## config.mk

```make
export PLATFORM = sky130hd
export DESIGN_NAME = ice40_himax_sensor_emu
export DESIGN_NICKNAME = d
export VERILOG_FILES = /design/src/rtl/himax_emu_pkg.sv /design/src/rtl/himax_emu_pattern.sv /design/src/rtl/ice40_himax_sensor_emu.sv
export SDC_FILE = /design/constraint.sdc
export NUM_CORES = 1
export LEC_CHECK = 0
export CORE_MARGIN = 1.5
export CORE_UTILIZATION = 55
export CTS_BUF_LIST = sky130_fd_sc_hd__clkbuf_16
export DETAILED_ROUTE_END_ITERATION = 8
export PLACE_DENSITY_LB_ADDON = 0.15
export RECOVER_POWER = 50
export SKIP_LAST_GASP = 1
export SLEW_MARGIN = 30
export SYNTH_ARGS = -nofsm -noshare
export SYNTH_HDL_FRONTEND = slang
export SYNTH_SLANG_ARGS = --single-unit
```

## constraint.sdc

```tcl
create_clock -name i_pclk_in -period 3.4 [get_ports i_pclk_in]
set_input_delay 0.34 -clock i_pclk_in [delete_from_list [all_inputs] [get_ports i_pclk_in]]
set_output_delay 0.34 -clock i_pclk_in [all_outputs]
set_load 0.02 [all_outputs]
```

## src/rtl/himax_emu_pkg.sv

```systemverilog
// Shared types for the Himax sensor emulator: FSM state encoding,
// pattern codes and a width helper for parameter-sized counters.
package himax_emu_pkg;

  typedef enum logic [2:0] {
    S_IDLE     = 3'd0,
    S_VSYNC    = 3'd1,
    S_VFRONT   = 3'd2,
    S_LINE_ACT = 3'd3,
    S_LINE_BLK = 3'd4,
    S_VBACK    = 3'd5
  } state_e;

  typedef enum logic [1:0] {
    PAT_COL = 2'd0,
    PAT_ROW = 2'd1,
    PAT_CHK = 2'd2,
    PAT_FRM = 2'd3
  } pat_e;

  // Bits needed to hold 0..n-1, never less than one bit.
  function automatic int clog2_min1(input int n);
    return (n <= 2) ? 1 : $clog2(n);
  endfunction

endpackage

```

## src/rtl/himax_emu_pattern.sv

```systemverilog
// Pixel byte generator. Every pattern only looks at the low byte of its
// inputs, so the top hands over byte-wide views of col, row and frame count.
module himax_emu_pattern
  import himax_emu_pkg::*;
(
  input  logic [7:0] col,
  input  logic [7:0] row,
  input  logic [7:0] frame_cnt,
  input  pat_e       pattern,
  output logic [7:0] data
);

  // Select the byte for the current pixel from the latched pattern.
  always_comb begin
    data = 8'h00;
    unique case (pattern)
      PAT_COL: data = col;
      PAT_ROW: data = row;
      PAT_CHK: data = (col[3] ^ row[3]) ? 8'hFF : 8'h00;
      PAT_FRM: data = frame_cnt;
      default: data = 8'h00;
    endcase
  end

endmodule

```

## src/rtl/ice40_himax_sensor_emu.sv

```systemverilog
// Himax-style camera timing emulator: vsync pulse, front porch, active
// lines with hsync, back porch. Outputs are registered from the next-state
// values so vsync, hsync and data change together on the same edge.
//
// state      | meaning
// -----------+--------------------------------------------------
// S_IDLE     | stopped, waiting for i_enable
// S_VSYNC    | vsync high for VS_WIDTH cycles
// S_VFRONT   | V_FRONT blank lines after vsync
// S_LINE_ACT | H_ACTIVE active pixels, hsync high
// S_LINE_BLK | H_BLANK blank cycles closing a line
// S_VBACK    | V_BACK blank lines, then restart or stop
//
// H_BLANK is assumed to be at least 1; V_FRONT and V_BACK may be zero.
module ice40_himax_sensor_emu
  import himax_emu_pkg::*;
#(
  parameter int H_ACTIVE = 324,
  parameter int H_BLANK  = 76,
  parameter int V_ACTIVE = 324,
  parameter int V_FRONT  = 4,
  parameter int V_BACK   = 8,
  parameter int VS_WIDTH = 16
) (
  input  logic        i_pclk_in,
  input  logic        resetn,
  input  logic        i_enable,
  input  logic [1:0]  i_pattern_sel,
  output logic        o_cam_vsync,
  output logic        o_cam_hsync,
  output logic [7:0]  o_cam_data,
  output logic [15:0] o_frame_cnt,
  output logic        o_busy
);

  localparam int H_TOTAL = H_ACTIVE + H_BLANK;
  localparam int COL_W   = clog2_min1(H_ACTIVE);
  localparam int ROW_W   = clog2_min1(V_ACTIVE);
  localparam int TMR_W   = clog2_min1(VS_WIDTH + (V_FRONT + V_BACK + 1) * H_TOTAL);

  localparam logic [TMR_W-1:0] VS_LOAD = TMR_W'(VS_WIDTH - 1);
  localparam logic [TMR_W-1:0] VF_LOAD = TMR_W'(V_FRONT * H_TOTAL - 1);
  localparam logic [TMR_W-1:0] HA_LOAD = TMR_W'(H_ACTIVE - 1);
  localparam logic [TMR_W-1:0] HB_LOAD = TMR_W'(H_BLANK - 1);
  localparam logic [TMR_W-1:0] VB_LOAD = TMR_W'(V_BACK * H_TOTAL - 1);
  localparam logic [TMR_W-1:0] TMR_ONE = TMR_W'(1);
  localparam logic [COL_W-1:0] COL_ONE = COL_W'(1);
  localparam logic [ROW_W-1:0] ROW_ONE = ROW_W'(1);
  localparam logic [ROW_W-1:0] ROW_LAST = ROW_W'(V_ACTIVE - 1);

  state_e             state_q, state_nxt;
  logic [TMR_W-1:0]   tmr_q, tmr_nxt;
  logic [COL_W-1:0]   col_q, col_nxt;
  logic [ROW_W-1:0]   row_q, row_nxt;
  pat_e               pat_q, pat_nxt;
  logic [15:0]        fcnt_q, fcnt_nxt;
  logic               start_frame;
  logic               vsync_d, hsync_d;
  logic [7:0]         data_d, pix_byte;

  // State, counters and registered outputs; reset aborts any frame at once.
  always_ff @(posedge i_pclk_in or negedge resetn) begin
    if (!resetn) begin
      state_q     <= S_IDLE;
      tmr_q       <= '0;
      col_q       <= '0;
      row_q       <= '0;
      pat_q       <= PAT_COL;
      fcnt_q      <= '0;
      o_cam_vsync <= 1'b0;
      o_cam_hsync <= 1'b0;
      o_cam_data  <= 8'h00;
    end else begin
      state_q     <= state_nxt;
      tmr_q       <= tmr_nxt;
      col_q       <= col_nxt;
      row_q       <= row_nxt;
      pat_q       <= pat_nxt;
      fcnt_q      <= fcnt_nxt;
      o_cam_vsync <= vsync_d;
      o_cam_hsync <= hsync_d;
      o_cam_data  <= data_d;
    end
  end

  // Next state: down-counting timer per phase, terminal count moves on.
  always_comb begin
    state_nxt   = state_q;
    tmr_nxt     = tmr_q;
    col_nxt     = col_q;
    row_nxt     = row_q;
    pat_nxt     = pat_q;
    fcnt_nxt    = fcnt_q;
    start_frame = 1'b0;
    unique case (state_q)
      S_IDLE: start_frame = i_enable;
      S_VSYNC: begin
        if (tmr_q != '0) begin
          tmr_nxt = tmr_q - TMR_ONE;
        end else if (V_FRONT > 0) begin
          state_nxt = S_VFRONT;
          tmr_nxt   = VF_LOAD;
        end else begin
          state_nxt = S_LINE_ACT;
          tmr_nxt   = HA_LOAD;
          col_nxt   = '0;
        end
      end
      S_VFRONT: begin
        if (tmr_q != '0) begin
          tmr_nxt = tmr_q - TMR_ONE;
        end else begin
          state_nxt = S_LINE_ACT;
          tmr_nxt   = HA_LOAD;
          col_nxt   = '0;
        end
      end
      S_LINE_ACT: begin
        if (tmr_q != '0) begin
          tmr_nxt = tmr_q - TMR_ONE;
          col_nxt = col_q + COL_ONE;
        end else begin
          state_nxt = S_LINE_BLK;
          tmr_nxt   = HB_LOAD;
        end
      end
      S_LINE_BLK: begin
        if (tmr_q != '0) begin
          tmr_nxt = tmr_q - TMR_ONE;
        end else if (row_q != ROW_LAST) begin
          state_nxt = S_LINE_ACT;
          tmr_nxt   = HA_LOAD;
          col_nxt   = '0;
          row_nxt   = row_q + ROW_ONE;
        end else if (V_BACK > 0) begin
          state_nxt = S_VBACK;
          tmr_nxt   = VB_LOAD;
        end else if (i_enable) begin
          start_frame = 1'b1;
        end else begin
          state_nxt = S_IDLE;
        end
      end
      S_VBACK: begin
        if (tmr_q != '0) begin
          tmr_nxt = tmr_q - TMR_ONE;
        end else if (i_enable) begin
          start_frame = 1'b1;
        end else begin
          state_nxt = S_IDLE;
        end
      end
      default: state_nxt = S_IDLE;
    endcase
    if (start_frame) begin
      state_nxt = S_VSYNC;
      tmr_nxt   = VS_LOAD;
      col_nxt   = '0;
      row_nxt   = '0;
      pat_nxt   = pat_e'(i_pattern_sel);
      fcnt_nxt  = fcnt_q + 16'd1;
    end
  end

  himax_emu_pattern u_pattern (
    .col       (8'(col_nxt)),
    .row       (8'(row_nxt)),
    .frame_cnt (fcnt_nxt[7:0]),
    .pattern   (pat_nxt),
    .data      (pix_byte)
  );

  // Output decode from next state so the registered outputs line up with it.
  always_comb begin
    vsync_d = (state_nxt == S_VSYNC);
    hsync_d = (state_nxt == S_LINE_ACT);
    data_d  = hsync_d ? pix_byte : 8'h00;
  end

  assign o_frame_cnt = fcnt_q;
  assign o_busy      = (state_q != S_IDLE);

endmodule

```

==> Yosys cells after proc, flatten, opt, wreduce, memory -nomap -nowiden <==
Cells that the tools add are included.
{ "word_totals": {"reg_bits": 62, "output_inout_bits": 27, "elab_cells": 80} }
{ "classes": {"add_sub_neg": 4, "eq_ne": 17, "mux": 35, "n_bitwise": 1, "reduce_logical": 11} }
{ "op_table": {"columns": ["operator", "count"], "rows": [
  ["9-bit two-way mux", 9],
  ["13-bit two-way mux", 6],
  ["13-bit case mux with 5 select lines", 1],
  ["8-bit case mux with 4 select lines", 1],
  ["9-bit case mux with 3 select lines", 1],
  ["3-bit two-way mux", 8],
  ["8-bit two-way mux", 3],
  ["9-bit by 1-bit adder with 9-bit output, second input constant", 2],
  ["3-bit case mux with 6 select lines", 1],
  ["16-bit by 1-bit adder with 16-bit output, second input constant", 1],
  ["3-bit != test, second input constant", 5],
  ["13-bit nonzero test", 1],
  ["13-bit by 1-bit subtractor with 13-bit output, second input constant", 1],
  ["12-bit two-way mux", 1],
  ["3-bit by 2-bit equality test with 1-bit output, second input constant", 3],
  ["9-bit != test, second input constant", 1],
  ["3-bit by 1-bit equality test with 1-bit output, second input constant", 2],
  ["3-bit equality test, second input constant", 2],
  ["6-bit nonzero test", 1],
  ["5-bit AND reduction", 1],
  ["2-bit equality test, second input constant", 2],
  ["2-bit nonzero test", 2],
  ["4-bit nonzero test", 1],
  ["3-bit zero test", 1],
  ["other kinds (10)", 11]
]} }

==> Longest topological paths before layout <==
{ "depth": {"word_depth": 9, "mapped_depth": 14} }

==> By module <==
A second synthesis with hierarchy kept.
{ "hier_totals": {"cells_unflattened": 380, "hier_area_um2": 3587.2} }
{ "modules_own_cells": {"columns": ["module", "instances", "cells_each", "area_each_um2", "seq_area_each_um2"], "rows": [
  ["ice40_himax_sensor_emu", 1, 349, 3298.2, 1526.5],
  ["himax_emu_pattern", 1, 31, 289.0, 0.0]
]} }

==> Least setup slack after synthesis <==
No wires, ideal clock.
{ "synth_path": {"path_kind": "reg2reg", "start": "register tmr_q[0]", "end": "register o_cam_data[0]", "setup_ns": 0.124, "t_arrival_ns": 2.734, "required_time_ns": 3.276, "slack_ns": 0.542, "path_stages_with_launch": 15, "path_buffers": 2, "period_less_slack_ns": 2.858, "cell_sequence": "dfrtp_1 inv_1 ha_1 or3b_2 buf_2 nor4_4 inv_2 clkbuf_1 ha_1 mux2i_1 nor2_1 a31oi_1 nor2_1 o21ai_0 a21oi_1"} }
{ "synth_lines": {"columns": ["item", "line", "text"], "rows": [
  ["from (decl)", "ice40_himax_sensor_emu.sv:52", "logic [TMR_W-1:0] tmr_q, tmr_nxt;"],
  ["from (signal assigned)", "ice40_himax_sensor_emu.sv:75", "tmr_q <= tmr_nxt;"],
  ["13-bit nonzero test (*)", null, null],
  ["9-bit two-way mux, or another cell as far along", "ice40_himax_sensor_emu.sv:128", "if (tmr_q != '0) begin"],
  ["9-bit case mux with 3 select lines or 1-bit case mux with 2 select lines (tied branches)", "ice40_himax_sensor_emu.sv:95", "unique case (state_q)"],
  ["9-bit two-way mux (*)", "ice40_himax_sensor_emu.sv:155", "if (start_frame) begin"],
  ["net col_nxt[0]", "ice40_himax_sensor_emu.sv:53", "logic [COL_W-1:0] col_q, col_nxt;"],
  ["8-bit case mux with 4 select lines (*)", "himax_emu_pattern.sv:16", "unique case (pattern)"],
  ["8-bit two-way mux (*)", "ice40_himax_sensor_emu.sv:177", "data_d = hsync_d ? pix_byte : 8'h00;"],
  ["net data_d[0]", "ice40_himax_sensor_emu.sv:59", "logic [7:0] data_d, pix_byte;"],
  ["to (signal assigned)", "ice40_himax_sensor_emu.sv:82", "o_cam_data <= data_d;"],
  ["to (decl)", "ice40_himax_sensor_emu.sv:31", "output logic [7:0] o_cam_data,"]
]} }
Mark *: on every way through the listed nets, which the timed path passes. The rest lies on a longest branch. The select of a mux whose other input is x is not followed.
A chain may end at the register's enable or synchronous reset.

==> Worst setup path after layout <==
{ "layout_path": {"start": "register tmr_q[0]", "end": "register o_cam_data[6]"} }
{ "layout_lines": {"columns": ["item", "line", "text"], "rows": [
  ["13-bit nonzero test", "ice40_himax_sensor_emu.sv:128, ice40_himax_sensor_emu.sv:145", null],
  ["1-bit two-way mux", "ice40_himax_sensor_emu.sv:145", "if (tmr_q != '0) begin"],
  ["1-bit case mux with 2 select lines", "ice40_himax_sensor_emu.sv:95", null],
  ["8-bit two-way mux", "ice40_himax_sensor_emu.sv:155", null],
  ["net fcnt_nxt[6]", "ice40_himax_sensor_emu.sv:56", "logic [15:0] fcnt_q, fcnt_nxt;"],
  ["8-bit case mux with 4 select lines", "himax_emu_pattern.sv:16", null],
  ["8-bit two-way mux", "ice40_himax_sensor_emu.sv:177", null],
  ["net data_d[6]", "ice40_himax_sensor_emu.sv:59", null]
]} }
The timed path passes the listed nets, and every way through them passes these cells. The select of a mux whose other input is x is not followed.

==> flow_summary.yaml <==
synth:
  yosys_warnings: 0
  synth.mux.area_fraction_pct: 1.302
  netlist_instances: 380
  synth_edf_count: 0
  yosysTopAreaCell: "sky130_fd_sc_hd__dfrtp_1"
  synthFlopType: "sky130_fd_sc_hd__dfrtp_1"
  largest_family_of_logic_cells_by_synthesized_area: "simple AND/OR/NAND/NOR gates"
  synth-adder-area-share_pct: 1.809
  postSynthRegisterBits: 61
  synth_fp_nets: 390
  synthesis.area_per_instance_sq_um: 9.101
  asyncSetResetFlopFracSynth_pct: 100.0
  synth_top_cell_area_share_pct: 44.14
  ys_top_cells_by_area: "sky130_fd_sc_hd__dfrtp_1, sky130_fd_sc_hd__nor2_1, sky130_fd_sc_hd__xnor2_1"
  synth-simple-area-share_pct: 23.88
  synth_compound_area_share_pct: 17.84
  synth_cell_area_sq_mm: 0.003458
  ys_seq_area_share_pct: 44.14
  synthDistinctLibCells: 63
  synth_xor_xnor_area_share_pct: 8.104
worst_setup_path:
  criticalPathCategory: "reg2reg"
  reg2reg_setup_slack_ns: 0.22
  timing.critical_path.required_ns: 3.61
  critPathLaunchType: "register"
  worstReg2RegEnd: "o_cam_data[6]"
  worstPathArrival_ns: 3.39
  reg2regPathDepth: 10
  cp-end-kind: "register"
  crit_path_max_fanout: 18
  startpoint_of_the_most_critical_register_to_register_path: "tmr_q[0]"
sta:
  timing.max_slew.rel_slack_pct: -16.80
  fmax_mhz: 314.7
  timing_max_transition_violations_final: 32
  totalNegativeSetupSlack_ns: 0
  report.final.setup_viol: 0
  final.period_utilization_pct: 93.46
  hold_viol_final: 0
  final_period_minus_worst_setup_slack_ns: 3.178
  finClkSkew_ns: 0.006711
  hold-worst-slack_ns: 0.4661
  transition_time_at_the_pin_with_the_least_slew_margin_ns: 1.752
run:
  max-cap-violations: 1
clocking:
  htree_num_levels: 3
  insertion_delay_ns: 0.32
  clk_slew_on_worst_s_h_paths_ns: 0.05
  post_cts.resized_instances: 0
  ctsRootBufferMaster: "sky130_fd_sc_hd__clkbuf_16"
  cts.repair_timing.setup_buffer_count: 0
  postCtsHoldBufs: 0
  cts_sinks: 61
  tritoncts.num_buffers: 9
  clock_tree_from_tritoncts: "built"
  max_buffers_root_to_sink: 2
run_status:
  outcome: "finished, violations left"
  violated_checks: "capacitance limit, slew limit"
final_layout:
  num-fill-cells: 456
  layout-drive-gt1-share_pct: 8.353
  diodes: 0
  syn2layout_area_growth_pct: 19.14
  final-seq-area_sq_mm: 0.001526
  layout.cell_area.non_filler_sq_mm: 0.004120
  multi_input_comb_area_sq_mm: 0.001838
  finish.net_count: 426
global_routing:
  first_global_vias: 2848
  wire_length_of_the_first_global_routing_pass_um: 14350
  antenna_found_initial: 0
  grt.total_usage_pct: 28.35
  grt_max_degree: 32
  grt_remaining_overflow: 0
power_and_ir_drop:
  clkPwrFrac_pct: 25.3
  power_density_mw_per_mm2: 741.4
  power.share.switching_pct: 39.33
  leakage_nw: 1.760
  combPwrFrac_pct: 36.0
  post-layout-total-power_w: 0.003055
  intPower_w: 0.001853
  seq_power_share_pct: 38.8
  net-switching-power_w: 0.001201
  worst_ir_drop_vdd_uv: 515.2
drt:
  vias: 3106
  drt_first_pass_iters: 5
  drcViolationCount: 0
  ant_nets: 0
  detail_route.vias_per_cell: 6.287
  dr.first_iter.drc_count: 265
  drt-wirelength-per-cell_um: 18.01
  totalWireLength_um: 8897
die:
  die-area_sq_mm: 0.006772
  num_rows: 28
  die_y_um: 82.30
  io_pins: 32
  core_area_sq_mm: 0.005991
  chipWidth_um: 82.30
  floorplan.initialDensity_pct: 57.73
placed_design:
  globalplace.congestion: 0.9209
  dpl_cell_area_sq_mm: 0.003869
  buffer_ports.inserted: 31
  dpl.hpwl_um: 6125
min_path:
  worst_hold_path_type: "in2async"
-- critical path: stages (launching register included) --
cell	delay, ns
sky130_fd_sc_hd__dfrtp_1	0.40
sky130_fd_sc_hd__inv_1	0.10
sky130_fd_sc_hd__ha_1	0.23
sky130_fd_sc_hd__or3b_2	0.62
sky130_fd_sc_hd__nor4_4	0.46
sky130_fd_sc_hd__o21ai_4	0.23
sky130_fd_sc_hd__buf_4	0.23
sky130_fd_sc_hd__nor3_1	0.28
sky130_fd_sc_hd__xor2_1	0.14
sky130_fd_sc_hd__a21o_1	0.17
sky130_fd_sc_hd__o211a_1	0.19
-- synthesized netlist by cell type (3+ instances only) --
cell	count
sky130_fd_sc_hd__o31ai_1	4
sky130_fd_sc_hd__o21a_1	3
sky130_fd_sc_hd__clkbuf_1	10
sky130_fd_sc_hd__nor3_1	15
sky130_fd_sc_hd__a22oi_1	5
sky130_fd_sc_hd__nand3b_1	3
sky130_fd_sc_hd__nand2_1	35
sky130_fd_sc_hd__nand4_1	8
sky130_fd_sc_hd__inv_1	7
sky130_fd_sc_hd__nand3_1	16
sky130_fd_sc_hd__a21oi_1	19
sky130_fd_sc_hd__dfrtp_1	61
sky130_fd_sc_hd__ha_1	5
sky130_fd_sc_hd__nand2b_1	6
sky130_fd_sc_hd__o211ai_1	7
sky130_fd_sc_hd__xnor2_1	16
sky130_fd_sc_hd__nor2_1	44
sky130_fd_sc_hd__nor4_1	4
sky130_fd_sc_hd__o21ai_0	25
sky130_fd_sc_hd__xor2_1	16
sky130_fd_sc_hd__or3_1	3
sky130_fd_sc_hd__and3_1	5
sky130_fd_sc_hd__buf_2	3
sky130_fd_sc_hd__or4_1	3
sky130_fd_sc_hd__a31oi_1	8
sky130_fd_sc_hd__buf_1	3
-- flip-flops by register name, summed over array words and instances, names as in the netlist --
name / count
col_q: 8
o_cam_vsync: 1
o_cam_data: 8
o_frame_cnt: 16
state_q: 3
row_q: 9
tmr_q: 13
o_cam_hsync: 1
pat_q: 2
-- cell type report --
type / count / share of cell area (%)
Clock buffer: 9 / 5.466
Clock inverter: 5 / 0.5466
Inverter: 8 / 0.7288
Multi-Input combinational cell: 294 / 44.61
Sequential cell: 61 / 37.05
Tap cell: 75 / 2.278
Timing Repair Buffer: 42 / 9.323
-- cells by family (layout without fill, tap and decap cells) --
logic type,count (synthesis),count (layout)
xor gates and xnor gates,32,32
and+or+nand+nor,158,158
DFF,61,61
AOI/OAI and AO/OA,95,95
buffers and inverters,25,64
adders and majority gates,5,5
muxes,4,4
-- stage by stage --
step,std cells,utilization (%),setup WS [ns]
6_report,494,68.78,0.2224
5_1_grt,494,68.78,-0.02087
4_1_cts,494,68.71,0.1964
3_5_place_dp,480,64.58,0.2440
3_3_place_gp,480,64.58,0.3239
2_1_floorplan,380,-,0.5423
-- worst max-delay path by stage --
stage	startpoint	to	slack, ns	cells after the start
after floorplan	tmr_q[0]	o_cam_data[0]	0.54	14
after global placement	tmr_q[0]	o_cam_data[5]	0.32	10
after detailed placement	tmr_q[0]	o_cam_data[5]	0.24	10
after CTS	tmr_q[0]	o_cam_data[5]	0.20	10
after global routing	tmr_q[0]	o_cam_data[5]	-0.02	10
final	tmr_q[0]	o_cam_data[6]	0.22	10
-- layer usage --
| layer | share of wire (%) | global-route usage (%) |
|---|---|---|
| met2 | 45 | 41.38 |
| met4 | 1.9 | 12.88 |
| met1 | 46 | 40.77 |
| met5 | 0 | 0 |
| met3 | 7.2 | 4.945 |
-- cells in the final DEF, fill, tap and decap left out, types with 4 or more instances in the layout --
| cell type | n |
|---|---|
| sky130_fd_sc_hd__a21oi_1 | 19 |
| sky130_fd_sc_hd__a22oi_1 | 5 |
| sky130_fd_sc_hd__a31oi_1 | 8 |
| sky130_fd_sc_hd__and3_1 | 5 |
| sky130_fd_sc_hd__buf_4 | 10 |
| sky130_fd_sc_hd__clkbuf_16 | 9 |
| sky130_fd_sc_hd__clkdlybuf4s50_1 | 17 |
| sky130_fd_sc_hd__dfrtp_1 | 61 |
| sky130_fd_sc_hd__dlygate4sd3_1 | 13 |
| sky130_fd_sc_hd__ha_1 | 5 |
| sky130_fd_sc_hd__inv_1 | 9 |
| sky130_fd_sc_hd__nand2_1 | 35 |
| sky130_fd_sc_hd__nand2b_1 | 6 |
| sky130_fd_sc_hd__nand3_1 | 16 |
| sky130_fd_sc_hd__nand4_1 | 8 |
| sky130_fd_sc_hd__nor2_1 | 44 |
| sky130_fd_sc_hd__nor3_1 | 15 |
| sky130_fd_sc_hd__nor4_1 | 4 |
| sky130_fd_sc_hd__o211ai_1 | 7 |
| sky130_fd_sc_hd__o21ai_0 | 25 |
| sky130_fd_sc_hd__o31ai_1 | 4 |
| sky130_fd_sc_hd__xnor2_1 | 16 |
| sky130_fd_sc_hd__xor2_1 | 16 |
-- power groups by stage --
stage | clock [W] | combinational (W) | sequential [W]
detailed placement | 0 | 0.00108 | 0.00118
global placement | 0 | 0.00105 | 0.00117
finish | 0.000772 | 0.00110 | 0.00118
CTS | 0.000775 | 0.00109 | 0.00118
floorplan | 0 | 0.000730 | 0.00117
global route | 0.000812 | 0.00121 | 0.00121
(Power assumes the default switching activity.)
